### config.mk
export PLATFORM = sky130hd
export DESIGN_NAME = demux_1_16_sync_flat
export DESIGN_NICKNAME = d
export VERILOG_FILES = /design/src/rtl/demux_pkg.sv /design/src/rtl/demux_1_16_sync_if.sv /design/src/rtl/decoder_4_16.sv /design/src/rtl/demux_1_16_sync.sv /design/src/flat_wrapper.sv
export SDC_FILE = /design/constraint.sdc
export NUM_CORES = 1
export LEC_CHECK = 0
export ABC_CLOCK_PERIOD_IN_PS = 1190
export CORE_AREA = 2 2 39 41
export DETAILED_ROUTE_END_ITERATION = 10
export DIE_AREA = 0 0 41 43
export PLACE_DENSITY = 0.76
export SYNTH_ARGS = -nofsm -noshare
export SYNTH_HDL_FRONTEND = slang
export SYNTH_SLANG_ARGS = --single-unit
### constraint.sdc
create_clock -name Clock_In -period 1.19 [get_ports Clock_In]
set_input_delay 0.238 -clock Clock_In [delete_from_list [all_inputs] [get_ports Clock_In]]
set_output_delay 0.238 -clock Clock_In [all_outputs]
set_load 0.005 [all_outputs]
### src/rtl/demux_pkg.sv
// Shared widths and types for the registered 1:16 demultiplexer.
// Select width and output count are tied together here so they cannot drift.
package demux_pkg;
    localparam int SEL_WIDTH   = 4;
    localparam int NUM_OUTPUTS = 16;

    typedef logic [SEL_WIDTH-1:0] demux_sel_t;
endpackage

### src/rtl/demux_1_16_sync_if.sv
// Routing bundle for demux_1_16_sync: enable/select/data in, sixteen routed outputs.
// slave is the demux side, master is the producer/consumer side.
interface demux_1_16_sync_if #(
    parameter int DATA_WIDTH = 1
) ();
    import demux_pkg::*;

    logic                  Enable_In;
    logic [DATA_WIDTH-1:0] Data_In;
    demux_sel_t            Select_In;

    logic [DATA_WIDTH-1:0] Data_0_Out;
    logic [DATA_WIDTH-1:0] Data_1_Out;
    logic [DATA_WIDTH-1:0] Data_2_Out;
    logic [DATA_WIDTH-1:0] Data_3_Out;
    logic [DATA_WIDTH-1:0] Data_4_Out;
    logic [DATA_WIDTH-1:0] Data_5_Out;
    logic [DATA_WIDTH-1:0] Data_6_Out;
    logic [DATA_WIDTH-1:0] Data_7_Out;
    logic [DATA_WIDTH-1:0] Data_8_Out;
    logic [DATA_WIDTH-1:0] Data_9_Out;
    logic [DATA_WIDTH-1:0] Data_10_Out;
    logic [DATA_WIDTH-1:0] Data_11_Out;
    logic [DATA_WIDTH-1:0] Data_12_Out;
    logic [DATA_WIDTH-1:0] Data_13_Out;
    logic [DATA_WIDTH-1:0] Data_14_Out;
    logic [DATA_WIDTH-1:0] Data_15_Out;

    modport slave (
        input  Enable_In, Data_In, Select_In,
        output Data_0_Out,  Data_1_Out,  Data_2_Out,  Data_3_Out,
               Data_4_Out,  Data_5_Out,  Data_6_Out,  Data_7_Out,
               Data_8_Out,  Data_9_Out,  Data_10_Out, Data_11_Out,
               Data_12_Out, Data_13_Out, Data_14_Out, Data_15_Out
    );

    modport master (
        output Enable_In, Data_In, Select_In,
        input  Data_0_Out,  Data_1_Out,  Data_2_Out,  Data_3_Out,
               Data_4_Out,  Data_5_Out,  Data_6_Out,  Data_7_Out,
               Data_8_Out,  Data_9_Out,  Data_10_Out, Data_11_Out,
               Data_12_Out, Data_13_Out, Data_14_Out, Data_15_Out
    );
endinterface

### src/rtl/decoder_4_16.sv
// Combinational 4-to-16 one-hot decoder; all lines low when en_i is low.
// Zero latency, no backpressure.
module decoder_4_16
    import demux_pkg::*;
(
    input  demux_sel_t             sel_i,
    input  logic                   en_i,
    output logic [NUM_OUTPUTS-1:0] line_o
);
    always_comb begin
        line_o = '0;
        if (en_i) begin
            line_o[sel_i] = 1'b1;
        end
    end
endmodule

### src/rtl/demux_1_16_sync.sv
// Registered 1:16 demux: Data_In steered to output[Select_In], all others zero.
// Latency 1 clock, outputs come straight from flops; no handshake, no backpressure.
module demux_1_16_sync
    import demux_pkg::*;
#(
    parameter int DATA_WIDTH = 1
) (
    input  logic              Clock_In,
    input  logic              Reset_N_In,
    demux_1_16_sync_if.slave  bus
);
    logic [NUM_OUTPUTS-1:0] line;
    logic [DATA_WIDTH-1:0]  out_d [NUM_OUTPUTS];
    logic [DATA_WIDTH-1:0]  out_q [NUM_OUTPUTS];

    decoder_4_16 u_decoder (
        .sel_i  (bus.Select_In),
        .en_i   (bus.Enable_In),
        .line_o (line)
    );

    // Gating every line with the data keeps the vector one-hot-or-zero by construction.
    always_comb begin
        for (int k = 0; k < NUM_OUTPUTS; k++) begin
            out_d[k] = {DATA_WIDTH{line[k]}} & bus.Data_In;
        end
    end

    always_ff @(posedge Clock_In or negedge Reset_N_In) begin
        if (!Reset_N_In) begin
            for (int k = 0; k < NUM_OUTPUTS; k++) begin
                out_q[k] <= '0;
            end
        end else begin
            for (int k = 0; k < NUM_OUTPUTS; k++) begin
                out_q[k] <= out_d[k];
            end
        end
    end

    assign bus.Data_0_Out  = out_q[0];
    assign bus.Data_1_Out  = out_q[1];
    assign bus.Data_2_Out  = out_q[2];
    assign bus.Data_3_Out  = out_q[3];
    assign bus.Data_4_Out  = out_q[4];
    assign bus.Data_5_Out  = out_q[5];
    assign bus.Data_6_Out  = out_q[6];
    assign bus.Data_7_Out  = out_q[7];
    assign bus.Data_8_Out  = out_q[8];
    assign bus.Data_9_Out  = out_q[9];
    assign bus.Data_10_Out = out_q[10];
    assign bus.Data_11_Out = out_q[11];
    assign bus.Data_12_Out = out_q[12];
    assign bus.Data_13_Out = out_q[13];
    assign bus.Data_14_Out = out_q[14];
    assign bus.Data_15_Out = out_q[15];
endmodule

### src/flat_wrapper.sv
// flat-port wrapper written by rule: the top's interface ports become plain ports
module demux_1_16_sync_flat import demux_pkg::*;
#(
    parameter int DATA_WIDTH = 1
)
  (Clock_In, Reset_N_In, bus_Enable_In, bus_Data_In, bus_Select_In, bus_Data_0_Out, bus_Data_1_Out, bus_Data_2_Out, bus_Data_3_Out, bus_Data_4_Out, bus_Data_5_Out, bus_Data_6_Out, bus_Data_7_Out, bus_Data_8_Out, bus_Data_9_Out, bus_Data_10_Out, bus_Data_11_Out, bus_Data_12_Out, bus_Data_13_Out, bus_Data_14_Out, bus_Data_15_Out);
  demux_1_16_sync_if #(.DATA_WIDTH(DATA_WIDTH)) bus_i ();
  input  logic Clock_In;
  input  logic Reset_N_In;
  input wire logic [$bits(bus_i.Enable_In)-1:0] bus_Enable_In;
  input wire logic [$bits(bus_i.Data_In)-1:0] bus_Data_In;
  input wire logic [$bits(bus_i.Select_In)-1:0] bus_Select_In;
  output wire logic [$bits(bus_i.Data_0_Out)-1:0] bus_Data_0_Out;
  output wire logic [$bits(bus_i.Data_1_Out)-1:0] bus_Data_1_Out;
  output wire logic [$bits(bus_i.Data_2_Out)-1:0] bus_Data_2_Out;
  output wire logic [$bits(bus_i.Data_3_Out)-1:0] bus_Data_3_Out;
  output wire logic [$bits(bus_i.Data_4_Out)-1:0] bus_Data_4_Out;
  output wire logic [$bits(bus_i.Data_5_Out)-1:0] bus_Data_5_Out;
  output wire logic [$bits(bus_i.Data_6_Out)-1:0] bus_Data_6_Out;
  output wire logic [$bits(bus_i.Data_7_Out)-1:0] bus_Data_7_Out;
  output wire logic [$bits(bus_i.Data_8_Out)-1:0] bus_Data_8_Out;
  output wire logic [$bits(bus_i.Data_9_Out)-1:0] bus_Data_9_Out;
  output wire logic [$bits(bus_i.Data_10_Out)-1:0] bus_Data_10_Out;
  output wire logic [$bits(bus_i.Data_11_Out)-1:0] bus_Data_11_Out;
  output wire logic [$bits(bus_i.Data_12_Out)-1:0] bus_Data_12_Out;
  output wire logic [$bits(bus_i.Data_13_Out)-1:0] bus_Data_13_Out;
  output wire logic [$bits(bus_i.Data_14_Out)-1:0] bus_Data_14_Out;
  output wire logic [$bits(bus_i.Data_15_Out)-1:0] bus_Data_15_Out;
  assign bus_i.Enable_In = bus_Enable_In;
  assign bus_i.Data_In = bus_Data_In;
  assign bus_i.Select_In = bus_Select_In;
  assign bus_Data_0_Out = bus_i.Data_0_Out;
  assign bus_Data_1_Out = bus_i.Data_1_Out;
  assign bus_Data_2_Out = bus_i.Data_2_Out;
  assign bus_Data_3_Out = bus_i.Data_3_Out;
  assign bus_Data_4_Out = bus_i.Data_4_Out;
  assign bus_Data_5_Out = bus_i.Data_5_Out;
  assign bus_Data_6_Out = bus_i.Data_6_Out;
  assign bus_Data_7_Out = bus_i.Data_7_Out;
  assign bus_Data_8_Out = bus_i.Data_8_Out;
  assign bus_Data_9_Out = bus_i.Data_9_Out;
  assign bus_Data_10_Out = bus_i.Data_10_Out;
  assign bus_Data_11_Out = bus_i.Data_11_Out;
  assign bus_Data_12_Out = bus_i.Data_12_Out;
  assign bus_Data_13_Out = bus_i.Data_13_Out;
  assign bus_Data_14_Out = bus_i.Data_14_Out;
  assign bus_Data_15_Out = bus_i.Data_15_Out;
  demux_1_16_sync #(.DATA_WIDTH(DATA_WIDTH)) u_core (.Clock_In(Clock_In), .Reset_N_In(Reset_N_In), .bus(bus_i));
endmodule
# [Yosys cells after proc, flatten, opt, wreduce, memory -nomap -nowiden]
# Cells that the tools add are included.
# W data, S select, Z words.
[totals] output_inout_bits=16 in_bits=8 mem_bits_rw=0 reg_bits=16 memories=0 latch_bits=0 mem_bits_ro=0
[classes] mul=0 magnitude_cmp=2 div=0 muxes=3 n_bitwise=16 shift=0 n_eq_ne=0 n_addsub=0 reduce_logical=1
[op_table] cell="$and A1 B1 Y1" n=16
[op_table] cell="$mux W16" n=1
[op_table] cell="$lt A4 B5 Y1 const B" n=1
[op_table] cell="$demux W1 S4" n=1
[op_table] cell="$ge A4 B1 Y1 const B" n=1
[op_table] cell="$logic_and A1 B1 Y1" n=1
[op_table] cell="$mux W1" n=1

# [Depth between registers and ports, before layout]
# Gate-level depths: netlist of the first run.
[logic_depth] word_depth=6 depth_mapped=2 ltp_nobuf=2

# [By module]
# Synthesis of the first run repeated with hierarchy kept, for this count alone.
[unflattened] cells_unflattened=56 area_unflattened_um2=644.4
[by_module_without_submodules] module="demux_1_16_sync" cells_each=33 area_each_um2=526.8 n_inst=1
[by_module_without_submodules] module="decoder_4_16" cells_each=23 area_each_um2=117.6 n_inst=1

# [Worst setup path before layout of the first run]
# No wires, ideal clock.
[synth_timing] path_kind="input -> register" start="input bus_Select_In[3]" end="register u_core.out_q (netlist bit u_core.bus.Data_0_Out)" arrival_time_ns=0.599 path_buffers=0 required_time_ns=1.104 stages=2 setup_slack_ns=0.505 cell_sequence="nand4bb_1 nor3_1"
[synth_rtl] element="start: declaration" line="flat_wrapper.sv:12" text="input wire logic [$bits(bus_i.Select_In)-1:0] bus_Select_In;"
[synth_rtl] element="end signal: indexed assignment" line="demux_1_16_sync.sv:36" text="out_q[k] <= out_d[k];"
[synth_rtl] element="end: declaration" line="demux_1_16_sync.sv:14" text="logic [DATA_WIDTH-1:0] out_q [NUM_OUTPUTS];"

# [Final worst setup path of the first run]
[layout_timing] start="register u_core.out_q (netlist bit u_core.bus.Data_11_Out)" end="output bus_Data_11_Out"
[layout_rtl] element="end: declaration" line="flat_wrapper.sv:24" text="output wire logic [$bits(bus_i.Data_11_Out)-1:0] bus_Data_11_Out;"
# No word-level cell between the ends.

==> impl_metrics.py, run 1 <==
metrics = {
    "timing": {
        "post-route-min-period_ps": 1140,
        "max_slew.worst_pin.slew_ps": 203,
        "slew_viol_final": 0,
        "post-route-period-util_pct": 95.9,
        "finalHoldViolCount": 0,
        "holdWs_ps": 269,
        "setup_viol": 0,
        "fmax_ghz": 0.877,
        "setup_tns_ps": 0,
        "slew_headroom_pct": 86.4,
        "rsz0062_at_grt": "false",
    },
    "worst_setup_path": {
        "cp_top_family": "flip-flops",
        "slowest_stage": "dfrtp_1",
        "crit_fanout": 1,
        "cp-end-kind": "output pin",
        "critical_path_class": "reg2out",
        "cp-start-kind": "flip-flop",
        "slowest_delay_ps": 370,
        "arrival_ps": 900,
        "critPathBufInv": 1,
        "cp_data_required_time_ps": 950,
        "path_cells": "dlygate4sd2_1",
    },
    "yosys": {
        "synth_xor_area_share_pct": 0,
        "syn_area_um2": 517,
        "avgSynthCellArea_um2": 13.2,
        "synth-main-ff-cell": "dfrtp_1",
        "synth_top_family_by_area": "simple AND/OR/NAND/NOR gates",
        "synth.area.top_cells": "dfrtp_1 77%, nor2_1 8.7%, nor3_1 3.9%",
        "synth.most_common_cell": "dfrtp_1",
        "yosysTopAreaCell": "dfrtp_1",
        "synth-edff-count": 0,
        "ys_seq_area_share_pct": 77.5,
        "synth_compound_area_share_pct": 0,
        "synth_mux_area_share_pct": 0,
        "syn_inst": 39,
        "async_reset_ff_share_pct": 100,
        "synth_nets": 47,
        "yosysWarnings": 0,
        "synth_top_area_share_pct": 77.5,
        "synth-simple-area-share_pct": 22.5,
        "ys_seq_elements": 16,
        "synth_commonest_cells": "16 x dfrtp_1, 12 x nor2_1, 4 x nor3_1",
        "synth_fa_ha_area_share_pct": 0,
        "synth_cell_type_count": 8,
    },
    "die": {
        "start_util_pct": 37.3,
        "rows": 14,
        "io_pins": 24,
        "die_area_um2": 1760,
        "die_width_um": 41,
        "core-area_um2": 1380,
        "die_h_um": 43,
    },
    "job": {
        "maxCapViolations": 0,
    },
    "place": {
        "gp_congestion": 0.753,
        "placed_cells": 81,
        "portBuffers": 23,
        "hpwlAfterDp_um": 688,
        "placed_cell_area_um2": 790,
    },
    "clock_tree": {
        "holdBufCountCts": 0,
        "cts_setup_buffers": 0,
        "cts_tree": "done",
        "clk_path_buf_depth": 2,
        "htreeDepth": 1,
        "cts.clk_slew.worst_paths_ps": 80,
        "root_buffer": "clkbuf_4",
        "ctsResizeCount": 16,
        "cts_num_sinks": 16,
        "cts_buffers": 3,
    },
    "layout": {
        "layout.cells.non_filler": 85,
        "drive_gt1_share_pct": 10.1,
        "design_area_um2": 807,
        "syn_to_final_growth_pct": 56.2,
        "nets": 78,
        "antenna_cells": 0,
    },
    "status": {
        "status": "finished clean",
    },
    "power": {
        "p_int_uw": 773,
        "sw_frac_of_total_pct": 19.6,
        "ir_drop_mv": 0.728,
        "power_frac_seq_pct": 57.1,
        "p_total_uw": 961,
        "powerDensity_nw_per_um2": 1190,
        "leakagePower_uw": 0.000441,
        "p_switching_uw": 189,
        "clkPwrFrac_pct": 35.2,
        "comb_power_share_pct": 7.7,
    },
    "global_route": {
        "antenna_found_initial": 0,
        "first_global_vias": 353,
        "grt_pass1_wl_um": 1410,
        "overflow": 0,
        "grt_max_degree": 17,
        "grtUsageTotal_pct": 12.4,
    },
    "min_path": {
        "hold_path.class": "in2async",
    },
    "detailed_routing": {
        "wl_per_cell_um": 10.2,
        "via_per_inst": 4.55,
        "drc_errors": 0,
        "routed_wl_um": 870,
        "ant_nets": 0,
        "drt_iter0_drc": 10,
        "vias": 387,
        "first_pass_iters": 4,
    },
}
-- power groups by stage --
stage | Combinational [µW] | Sequential (µW) | Clock (µW)
after detailed placement | 77.8 | 560 | 0
after CTS | 74.5 | 549 | 348
after global placement | 76.6 | 560 | 0
after floorplan | 15.0 | 561 | 0
final | 73.6 | 549 | 339
after global routing | 82.8 | 550 | 366
-- cells by family (layout without fill, tap and decap cells) --
kind of cell,after synthesis,in the layout
buffers and inverters,0,30
DFF,16,16
and+or+nand+nor,23,23
-- stage by stage --
| stage | util [%] | setup slack, ps |
|---|---|---|
| detailed placement | 57.1 | -79.9 |
| finish | 58.3 | 49.2 |
| floorplan | - | 505 |
| global route | 58.3 | 1.95 |
| global placement | 57.1 | -57.4 |
| CTS | 58.2 | 24.8 |
-- path summary, 6_finish.rpt --
path                                   startpoint                endpoint  slack [ps]  cells past startpoint
worst max-delay path       u_core.bus.Data_11_Out         bus_Data_11_Out          50                      1
worst min-delay path                   Reset_N_In   u_core.bus.Data_6_Out         270                      2
max in group asynchronous              Reset_N_In  u_core.bus.Data_10_Out         750                      2
min in group Clock_In            bus_Select_In[2]   u_core.bus.Data_0_Out         650                      2
-- cell usage in the layout, fill, tap and decap left out --
cell              n
dfrtp_1          16
dlygate4sd2_1    15
nor2_1           12
clkdlybuf4s50_1   7
nor3_1            4
clkbuf_4          3
buf_4             3
nand2b_1          2
nand4b_1          2
nand4bb_1         1
nand4_1           1
nand2_1           1
clkbuf_8          1
clkdlybuf4s15_1   1
-- area by class of cell --
class | instances | area [µm²]
fill | 132 | 577
sequential | 16 | 400
timing repair buffer | 26 | 234
multi-input combinational | 23 | 116
clock buffer | 4 | 36.3
tap | 16 | 20.0
-- routing by layer --
metal	global-route usage, %	up-vias	routed length [µm]	share of wire (%)
li1	-	191	-	-
met1	14.3	177	400	46
met2	18.1	19	416	48
met3	3.14	0	53	6.1
met4	10.0	0	0	0
met5	0	-	0	0
Power figures use the tool's default switching activity.
==> run 2, diff against run 1 <==
Settings changed: GPL_ROUTABILITY_DRIVEN from default to 0.
==> results of run 2 <==
Same layout as run 1: the final DEF is identical, and so are final timing and power.
